==> src/rtl/grid_reader_if.sv <==
// rtl/grid_reader_if.sv - row stream bundle between grid_reader and its sink
interface grid_reader_if;
    logic [7:0] row_data;
    logic [2:0] row_idx;
    logic       row_valid;
    logic       row_ready;

    modport master (
        output row_data,
        output row_idx,
        output row_valid,
        input  row_ready
    );

    modport slave (
        input  row_data,
        input  row_idx,
        input  row_valid,
        output row_ready
    );
endinterface

==> src/rtl/grid_reader.sv <==
// rtl/grid_reader.sv - snapshots an 8x8 grid and streams it row by row
// Optional macro GRID_READER_POPCOUNT_EN adds a live-cell count of each snapshot.
module grid_reader #(
    parameter int ROW_GAP = 0
) (
    input  logic                 clk,
    input  logic                 _rst,
    input  logic [63:0]          grid_in,
    input  logic                 snap_req,
    output logic                 busy,
    grid_reader_if.master        row,
    output logic                 frame_done,
    output logic [6:0]           pop_count
);
    typedef enum logic [1:0] {IDLE, SEND, GAP, DONE} state_t;

    localparam logic [3:0] GAP_LAST = 4'(ROW_GAP - 1);

    state_t      state, state_next;
    logic [63:0] snapshot;
    logic [2:0]  idx, idx_next;
    logic [3:0]  gap_cnt, gap_next;
    logic        capture;

    always_ff @(posedge clk or negedge _rst) begin
        if (!_rst) begin
            state    <= IDLE;
            snapshot <= '0;
            idx      <= '0;
            gap_cnt  <= '0;
        end else begin
            state   <= state_next;
            idx     <= idx_next;
            gap_cnt <= gap_next;
            if (capture) begin
                snapshot <= grid_in;
            end
        end
    end

    always_comb begin
        state_next = state;
        idx_next   = idx;
        gap_next   = gap_cnt;
        capture    = 1'b0;
        case (state)
            IDLE: begin
                if (snap_req) begin
                    capture    = 1'b1;
                    idx_next   = '0;
                    state_next = SEND;
                end
            end
            SEND: begin
                if (row.row_ready) begin
                    // row_idx parks at 7 after the last row until the next capture
                    if (idx == 3'd7) begin
                        state_next = DONE;
                    end else begin
                        idx_next = idx + 3'd1;
                        if (ROW_GAP != 0) begin
                            state_next = GAP;
                            gap_next   = '0;
                        end
                    end
                end
            end
            GAP: begin
                if (gap_cnt == GAP_LAST) begin
                    state_next = SEND;
                    gap_next   = '0;
                end else begin
                    gap_next = gap_cnt + 4'd1;
                end
            end
            DONE: begin
                state_next = IDLE;
            end
            default: begin
                state_next = IDLE;
            end
        endcase
    end

    assign busy          = (state != IDLE);
    assign frame_done    = (state == DONE);
    assign row.row_valid = (state == SEND);
    assign row.row_idx   = idx;
    assign row.row_data  = snapshot[{idx, 3'b000} +: 8];

`ifdef GRID_READER_POPCOUNT_EN
    logic [6:0] ones;
    logic [6:0] pop_reg;

    always_comb begin
        ones = '0;
        for (int i = 0; i < 64; i++) begin
            ones = ones + 7'(grid_in[i]);
        end
    end

    always_ff @(posedge clk or negedge _rst) begin
        if (!_rst) begin
            pop_reg <= '0;
        end else if (capture) begin
            pop_reg <= ones;
        end
    end

    assign pop_count = pop_reg;
`else
    assign pop_count = '0;
`endif
endmodule

==> src/flat_wrapper.sv <==
// flat-port wrapper written by rule: the top's interface ports become plain ports
module grid_reader_flat 
#(
    parameter int ROW_GAP = 0
)
  (clk, _rst, grid_in, snap_req, busy, frame_done, pop_count, row_row_data, row_row_idx, row_row_valid, row_row_ready);
  grid_reader_if row_i ();
  input  logic clk;
  input  logic _rst;
  input  logic [63:0] grid_in;
  input  logic snap_req;
  output logic busy;
  output logic frame_done;
  output logic [6:0] pop_count;
  output wire logic [$bits(row_i.row_data)-1:0] row_row_data;
  output wire logic [$bits(row_i.row_idx)-1:0] row_row_idx;
  output wire logic [$bits(row_i.row_valid)-1:0] row_row_valid;
  input wire logic [$bits(row_i.row_ready)-1:0] row_row_ready;
  assign row_row_data = row_i.row_data;
  assign row_row_idx = row_i.row_idx;
  assign row_row_valid = row_i.row_valid;
  assign row_i.row_ready = row_row_ready;
  grid_reader #(.ROW_GAP(ROW_GAP)) u_core (.clk(clk), ._rst(_rst), .grid_in(grid_in), .snap_req(snap_req), .busy(busy), .row(row_i), .frame_done(frame_done), .pop_count(pop_count));
endmodule
==> config.mk <==
export PLATFORM = sky130hd
export DESIGN_NAME = grid_reader_flat
export DESIGN_NICKNAME = d
export VERILOG_FILES = /design/src/rtl/grid_reader_if.sv /design/src/rtl/grid_reader.sv /design/src/flat_wrapper.sv
export SDC_FILE = /design/constraint.sdc
export NUM_CORES = 1
export LEC_CHECK = 0
export CORE_MARGIN = 1.5
export CORE_UTILIZATION = 30
export DETAILED_ROUTE_END_ITERATION = 8
export MAX_ROUTING_LAYER = met4
export PLACE_DENSITY = 0.62
export SLEW_MARGIN = 20
export SYNTH_ARGS = -nofsm -noshare
export SYNTH_HDL_FRONTEND = slang
export SYNTH_SLANG_ARGS = --single-unit
==> constraint.sdc <==
create_clock -name clk -period 3.8 [get_ports clk]
set_input_delay 0.38 -clock clk [delete_from_list [all_inputs] [get_ports clk]]
set_output_delay 0.38 -clock clk [all_outputs]
set_load 0.01 [all_outputs]
Yosys cells after proc, flatten, opt, wreduce, memory -nomap -nowiden
Cells that the tools add are included.
{"block": "word_totals", "ff_bits": 73, "in_bits": 68, "output_inout_bits": 21}
{"block": "op_classes", "add_sub_neg": 2, "eq_ne": 10, "shifts": 1, "muxes": 12, "reduce_logical": 5}
{"operator": "64-bit by 7-bit indexed part select with 8-bit output", "n": 1}
{"operator": "3-bit 2-to-1 mux", "n": 3}
{"operator": "2-bit 2-to-1 mux", "n": 4}
{"operator": "2-bit case mux with 4 select lines", "n": 1}
{"operator": "4-bit AND reduction", "n": 2}
{"operator": "2-bit by 1-bit != test with 1-bit output (second input constant)", "n": 3}
{"operator": "3-bit case mux with 2 select lines", "n": 1}
{"operator": "4-bit by 1-bit adder with 4-bit output (second input constant)", "n": 1}
{"operator": "2-bit == test (second input constant)", "n": 2}
{"operator": "4-bit == test (second input constant)", "n": 1}
{"operator": "4-bit 2-to-1 mux", "n": 1}
{"operator": "2-bit != test (second input constant)", "n": 2}
{"operator": "2-bit nonzero test", "n": 2}
{"operator": "3-bit by 1-bit adder with 3-bit output (second input constant)", "n": 1}
{"operator": "3-bit == test (second input constant)", "n": 1}
{"operator": "2-bit by 1-bit == test with 1-bit output (second input constant)", "n": 1}
{"operator": "2-bit logical NOT", "n": 1}
{"operator": "1-bit 2-to-1 mux", "n": 2}

Depth between registers and ports, before layout
Gate-level depths: netlist of the first run.
{"block": "logic_depth", "word_depth": 4, "depth_mapped": 5}

Least setup slack after synthesis of the first run
Ideal clock, no wire load.
{"block": "synth_timing", "path_type": "register to output", "start": "reg u_core.idx[0], in the netlist u_core.row.row_idx[0]", "end": "out row_row_data[0]", "arrival_ns": 1.515, "t_required_ns": 3.420, "path_slack_ns": 1.905, "stages_incl_launch_ff": 5, "path_cell_list": "dfrtp_1 > buf_6 > buf_12 > mux4_1 > mux2_2"}
{"block": "synth_via", "elab_chain_cells": 1}
{"element": "from (decl)", "line_no": "grid_reader.sv:21", "text": "logic [2:0] idx, idx_next;"}
{"element": "from (signal assigned)", "line_no": "grid_reader.sv:33", "text": "idx <= idx_next;"}
{"element": "64-bit by 7-bit indexed part select with 8-bit output", "line_no": "grid_reader.sv:89", "text": "assign row.row_data = snapshot[{idx, 3'b000} +: 8];"}
{"element": "to (decl)", "line_no": "flat_wrapper.sv:15", "text": "output wire logic [$bits(row_i.row_data)-1:0] row_row_data;"}
No other way between the ends.

Worst setup path after layout of the first run
{"block": "layout_timing", "start": "reg u_core.idx[0], in the netlist u_core.row.row_idx[0]", "end": "out row_row_data[5]"}
Same word-level chain as after synthesis.

==> metrics.cfg, run 1 <==
[run_status]
status = finished, final reports clean

[finish]
drive_gt1_frac = 0.306
fin_util = 0.423
multiInputGateArea_mm2 = 0.00147
fillCellCount = 1029
area_growth_pct = 36.2
n_antenna_cell = 0
seq_area_mm2 = 0.00183
nets = 363

[worst_setup_path]
crit_required_ps = 3420
startpoint_type = flop
criticalPathCategory = reg2out
worstPathMaxFanout = 19
crit_path_top_delay_cell = dfrtp_1
crit_arrival_ps = 2660
path_cells = mux4_1, mux2_2, clkdlybuf4s50_1
cp-end-kind = output pin
max_stage_delay_ps = 910

[grt]
first_global_vias = 2181
grt_max_degree = 74
antenna_found_initial = 0
grt_usage = 0.136
grt_pass1_wl_um = 11400
gr-total-overflow = 0

[clock_tree]
worstSkewPairLatency_ps = 320
cts_sinks = 73
post_cts_resized = 0
cts_setup_buffers = 0
cts_buffers = 9
htree_levels = 3
holdBufCountCts = 0
clock_path_buffers = 2
path_clk_slew_ps = 60
cts_root_buf = clkbuf_16
cts_tree = done

[routing]
wl_um = 7460
drc = 0
via_count = 2063
dr.pass1.iters = 4
via_per_inst = 4.72
antenna_left = 0
wire_per_inst_um = 17.1
drtIter0Drc = 94

[placement]
dp_hpwl_um = 5370
dp_worst_setup_slack_ps = 1090
io_buffers = 81
gp_congestion = 0.739

[timing]
maxSlewViolCount = 0
tns_ps = 0
tightest_slew_ps = 939
period_minus_slack_ps = 3040
clock_skew_ps = 6.39
layout_worst_path_cycle_share = 0.801
relSlewSlack = 0.374
hold_viol_final = 0
rsz0062_at_grt = no
postLayoutSetupSlackWorst_ps = 758
fmax_mhz = 329
setup-violations-final = 0

[logic_synthesis]
synth_seq_area_share = 0.535
synth_area_leader_cell = dfrtp_1
synth_cell_types = 29
synthTopCellsByArea = dfrtp_1 (54%), mux2_2 (24%), mux4_1 (12%)
synth-main-ff-cell = dfrtp_1
synthArstFlopShare = 1.00
synthCells = 212
syn_area_mm2 = 0.00341
synth_edf_count = 0
yosysWarnings = 0
synth_seq_cells = 73
synth_top_area_frac = 0.535
synth_area_per_cell_um2 = 16.1

[power]
ir_worst_vdd_mv = 0.434
p_total_w = 0.00366
p_leak_nw = 1.97
powerDensity_mw_per_mm2 = 788

[floorplan]
die-area_mm2 = 0.0120
fp-row-count = 38
start_util = 0.311
die_x_um = 110
num_io_pins = 89
die_h_um = 110
fp.coreArea_mm2 = 0.0110

[job]
cap_violations = 0

[hold_path]
hold_path_class = in2async

==> path summary, 6_finish.rpt <==
path	slack (ps)	end	start	depth (start not counted)
min	190	u_core.gap_cnt[3]	_rst	1
min reg2reg	500	u_core.snapshot[8]	u_core.snapshot[8]	1
max reg2reg	1330	u_core.row.row_idx[0]	u_core.row.row_idx[0]	5
max in group asynchronous	2990	u_core.snapshot[40]	_rst	1
min in group clk	500	u_core.snapshot[8]	u_core.snapshot[8]	1
max	760	row_row_data[5]	u_core.row.row_idx[0]	3
==> power by group <==
part	switching [W]	leakage (nW)	internal [W]
clock	0.000312	0.170	0.000708
sequential	0.000304	0.905	0.00113
combinational	0.000337	0.896	0.000872
==> stage by stage <==
stage / cells / cell area (µm²) / hold slack [ps]
2_1_floorplan: 218 / 3440 / 84.4
3_3_place_gp: 421 / 4290 / 475
3_5_place_dp: 421 / 4290 / 489
4_1_cts: 437 / 4650 / 228
5_1_grt: 437 / 4650 / 270
6_report: 437 / 4650 / 187
==> area by class of cell <==
| cell class | count | share of cell area |
|---|---|---|
| clock buffer | 11 | 0.0501 |
| clock inverter | 5 | 0.0275 |
| inverter | 1 | 0.000808 |
| multi-input combinational | 125 | 0.315 |
| sequential | 73 | 0.393 |
| tap | 140 | 0.0377 |
| timing repair buffer | 82 | 0.176 |
==> layout by cell type (no fill, tap or decap) <==
cell type / count
a21oi_1: 1
nor4bb_1: 1
nand4_1: 1
a32o_1: 1
inv_1: 1
nor2_1: 2
o22ai_1: 1
nor3b_2: 1
and2_1: 1
or2_2: 1
o21ai_0: 2
mux2_2: 73
clkdlybuf4s50_1: 80
nor2b_1: 2
xnor2_1: 1
nand2b_1: 1
buf_4: 2
ha_1: 3
o31ai_1: 1
bufinv_16: 4
conb_1: 7
clkbuf_1: 2
mux4_1: 16
a22o_1: 2
clkinvlp_4: 1
clkbuf_16: 9
nand3_1: 1
dfrtp_1: 73
nand2_1: 6
==> sequential cells by signal (all words and copies together) (netlist names) <==
register            cells
u_core.snapshot        64
u_core.gap_cnt          4
u_core.state            2
u_core.row.row_idx      3
==> per-layer routing <==
metal | part of all wire | up-vias | GRT usage
li1 | - | 950 | -
met4 | 0.015 | 0 | 0.0473
met2 | 0.55 | 61 | 0.249
met1 | 0.38 | 1041 | 0.142
met5 | 0 | - | -
met3 | 0.046 | 11 | 0.0314
==> critical path, delay by kind of cell, from the launching register on <==
kind	cells	cell delay, ps
mux	2	940
flops	1	910
buf+inv	1	480
==> cells in the mapped netlist, drive strengths merged, types with 2 or more instances <==
cell    n
a22o    2
nor2    2
mux4   16
ha      3
nand2   6
dfrtp  73
o21ai   2
buf    18
mux2   73
nor2b   2
==> logic make-up (layout without fill, tap and decap cells) <==
logic type      count (synthesis)  count (layout)  synth area share
compound gates                  8               8            0.0165
xor+xnor                        1               1           0.00257
mux                            89              89             0.364
buf+inv                        20              99            0.0433
simple gates                   17              17            0.0264
flops                          73              73             0.535
other cells                     1               7           0.00110
fa+ha+maj                       3               3            0.0110
No activity file was read; power rests on OpenSTA's default activity.
==> run 2, diff against run 1 <==
==> constraint.sdc (replaced) <==
create_clock -name clk -period 2.82 [get_ports clk]
set_input_delay 0.282 -clock clk [delete_from_list [all_inputs] [get_ports clk]]
set_output_delay 0.282 -clock clk [all_outputs]
set_load 0.01 [all_outputs]
==> metrics.cfg, run 2 (synthesis gave the netlist of run 1 again) <==
[run_status]
status = finished, final reports clean  ; unchanged

[worst_setup_path]
worstSetupPathDepth = 4  ; was 3
path_cells = buf_4, mux4_1, mux2_2, clkdlybuf4s50_1  ; was mux4_1, mux2_2, clkdlybuf4s50_1
crit_arrival_ps = 2340  ; was 2660 ps
criticalPathCategory = reg2out  ; unchanged
crit_required_ps = 2540  ; was 3420 ps
cp_top_family = multiplexers  ; unchanged
rr_worst_depth = 6  ; was 5
critical_path_buf_inv_count = 2  ; was 1
crit_path_top_delay_cell = mux4_1  ; was dfrtp_1
worstPathMaxFanout = 8  ; was 19
max_stage_delay_ps = 570  ; was 910 ps
startpoint_type = flop  ; unchanged
cp-end-kind = output pin  ; unchanged

[floorplan]
fp.coreArea_mm2 = 0.0110  ; unchanged
fp-row-count = 38  ; unchanged
start_util = 0.311  ; unchanged
die_h_um = 110  ; unchanged
die_x_um = 110  ; unchanged
num_io_pins = 89  ; unchanged
die-area_mm2 = 0.0120  ; unchanged

[hold_path]
hold_path_class = in2async  ; unchanged

[timing]
postLayoutSetupSlackWorst_ps = 196  ; was 758 ps
rsz0062_at_grt = no  ; unchanged
tns_ps = 0  ; unchanged
period_minus_slack_ps = 2620
tightest_slew_ps = 933  ; was 939 ps
maxSlewViolCount = 0  ; unchanged
fmax_mhz = 381
clock_skew_ps = 7.92  ; was 6.39 ps
hold_viol_final = 0  ; unchanged
setup-violations-final = 0  ; unchanged
relSlewSlack = 0.378  ; was 0.374
layout_worst_path_cycle_share = 0.931

[routing]
wl_um = 7500  ; was 7460 µm
via_per_inst = 4.70  ; was 4.72
drc = 0  ; unchanged
wire_per_inst_um = 17.0  ; was 17.1 µm
antenna_left = 0  ; unchanged
drtIter0Drc = 65  ; was 94
via_count = 2077  ; was 2063
dr.pass1.iters = 4  ; unchanged

[finish]
final_common_cell = clkdlybuf4s50_1  ; unchanged
nets = 368  ; was 363
n_antenna_cell = 0  ; unchanged
largest_reg_flops = 64  ; unchanged
area_growth_pct = 34.8  ; was 36.2%
final_cell_mix = clkdlybuf4s50_1 (80), mux2_2 (73), dfrtp_1 (73)  ; unchanged
regMostFlops = u_core.snapshot  ; unchanged
drive_gt1_frac = 0.318  ; was 0.306
fin_util = 0.419  ; was 0.423
fillCellCount = 1025  ; was 1029

[placement]
gp_congestion = 0.752  ; was 0.739
dp_worst_setup_slack_ps = 516  ; was 1090 ps
dp_hpwl_um = 5620  ; was 5370 µm
io_buffers = 81  ; unchanged

[clock_tree]
worstSkewPairLatency_ps = 320  ; about the same
path_clk_slew_ps = 60  ; about the same
cts_tree = done  ; unchanged
post_cts_resized = 0  ; unchanged
cts_sinks = 73  ; unchanged
cts_setup_buffers = 0  ; unchanged
holdBufCountCts = 0  ; unchanged
clock_path_buffers = 2  ; unchanged
htree_levels = 3  ; unchanged
cts_buffers = 9  ; unchanged
cts_root_buf = clkbuf_16  ; unchanged

[grt]
grt_pass1_wl_um = 12000  ; was 11400 µm
grt_max_degree = 74  ; unchanged
grt_usage = 0.141  ; was 0.136
antenna_found_initial = 0  ; unchanged
gr-total-overflow = 0  ; unchanged
first_global_vias = 2275  ; was 2181

[job]
cap_violations = 0  ; unchanged

[power]
ir_worst_vdd_mv = 0.443  ; was 0.434 mV
p_leak_nw = 1.97  ; about the same
powerDensity_mw_per_mm2 = 1010  ; was 788 mW/mm²

run 2: cell count changes in the layout (fill, tap and decap cells not counted), sizes merged:
| cell | before | now |
|---|---|---|
| clkinv | 0 | 3 |
| clkinvlp | 1 | 0 |
| buf | 2 | 7 |
| clkbuf | 11 | 13 |
| bufinv | 4 | 0 |
run 2: cell type report:
type	instances	area, µm²	area share
clock buffers	13	260	0.0566
clock inverters	3	15.0	0.00326
inverters	1	3.75	0.000816
multi-input cells	125	1470	0.319
flip-flops and latches	73	1830	0.397
well taps	140	175	0.0381
repair buffers	87	853	0.185
run 2: final timing paths:
kind | from | end | slack [ps]
max | u_core.row.row_idx[0] | row_row_data[5] | 200
min | _rst | u_core.gap_cnt[3] | 90
max reg2reg | u_core.row.row_idx[2] | u_core.row.row_idx[0] | 670
min reg2reg | u_core.gap_cnt[3] | u_core.gap_cnt[3] | 500
max in group asynchronous | _rst | u_core.snapshot[42] | 2110
min in group clk | u_core.gap_cnt[3] | u_core.gap_cnt[3] | 500
run 2: where the power goes:
group	switching [W]	total, W	internal [W]
Combinational	0.000536	0.00174	0.00121
Clock	0.000399	0.00104	0.000639
Sequential	0.000352	0.00187	0.00152
Total	0.00129	0.00466	0.00337
run 2: routing by layer:
metal	wire length (µm)	track usage	vias to the layer above
met1	2820	0.147	1054
met3	377	0.0451	4
li1	-	-	955
met5	0	-	-
met4	38	0.0334	0
met2	4260	0.258	64
run 2: through the flow:
| step | cell area (µm²) | hold WS, ps | std cells | total power (W) |
|---|---|---|---|---|
| 2_1_floorplan | 3440 | -13.6 | 218 | 0.00295 |
| 3_3_place_gp | 4330 | 477 | 426 | 0.00363 |
| 3_5_place_dp | 4330 | 489 | 426 | 0.00368 |
| 4_1_cts | 4600 | 139 | 442 | 0.00475 |
| 5_1_grt | 4600 | 160 | 442 | 0.00498 |
| 6_report | 4600 | 88.7 | 442 | 0.00466 |
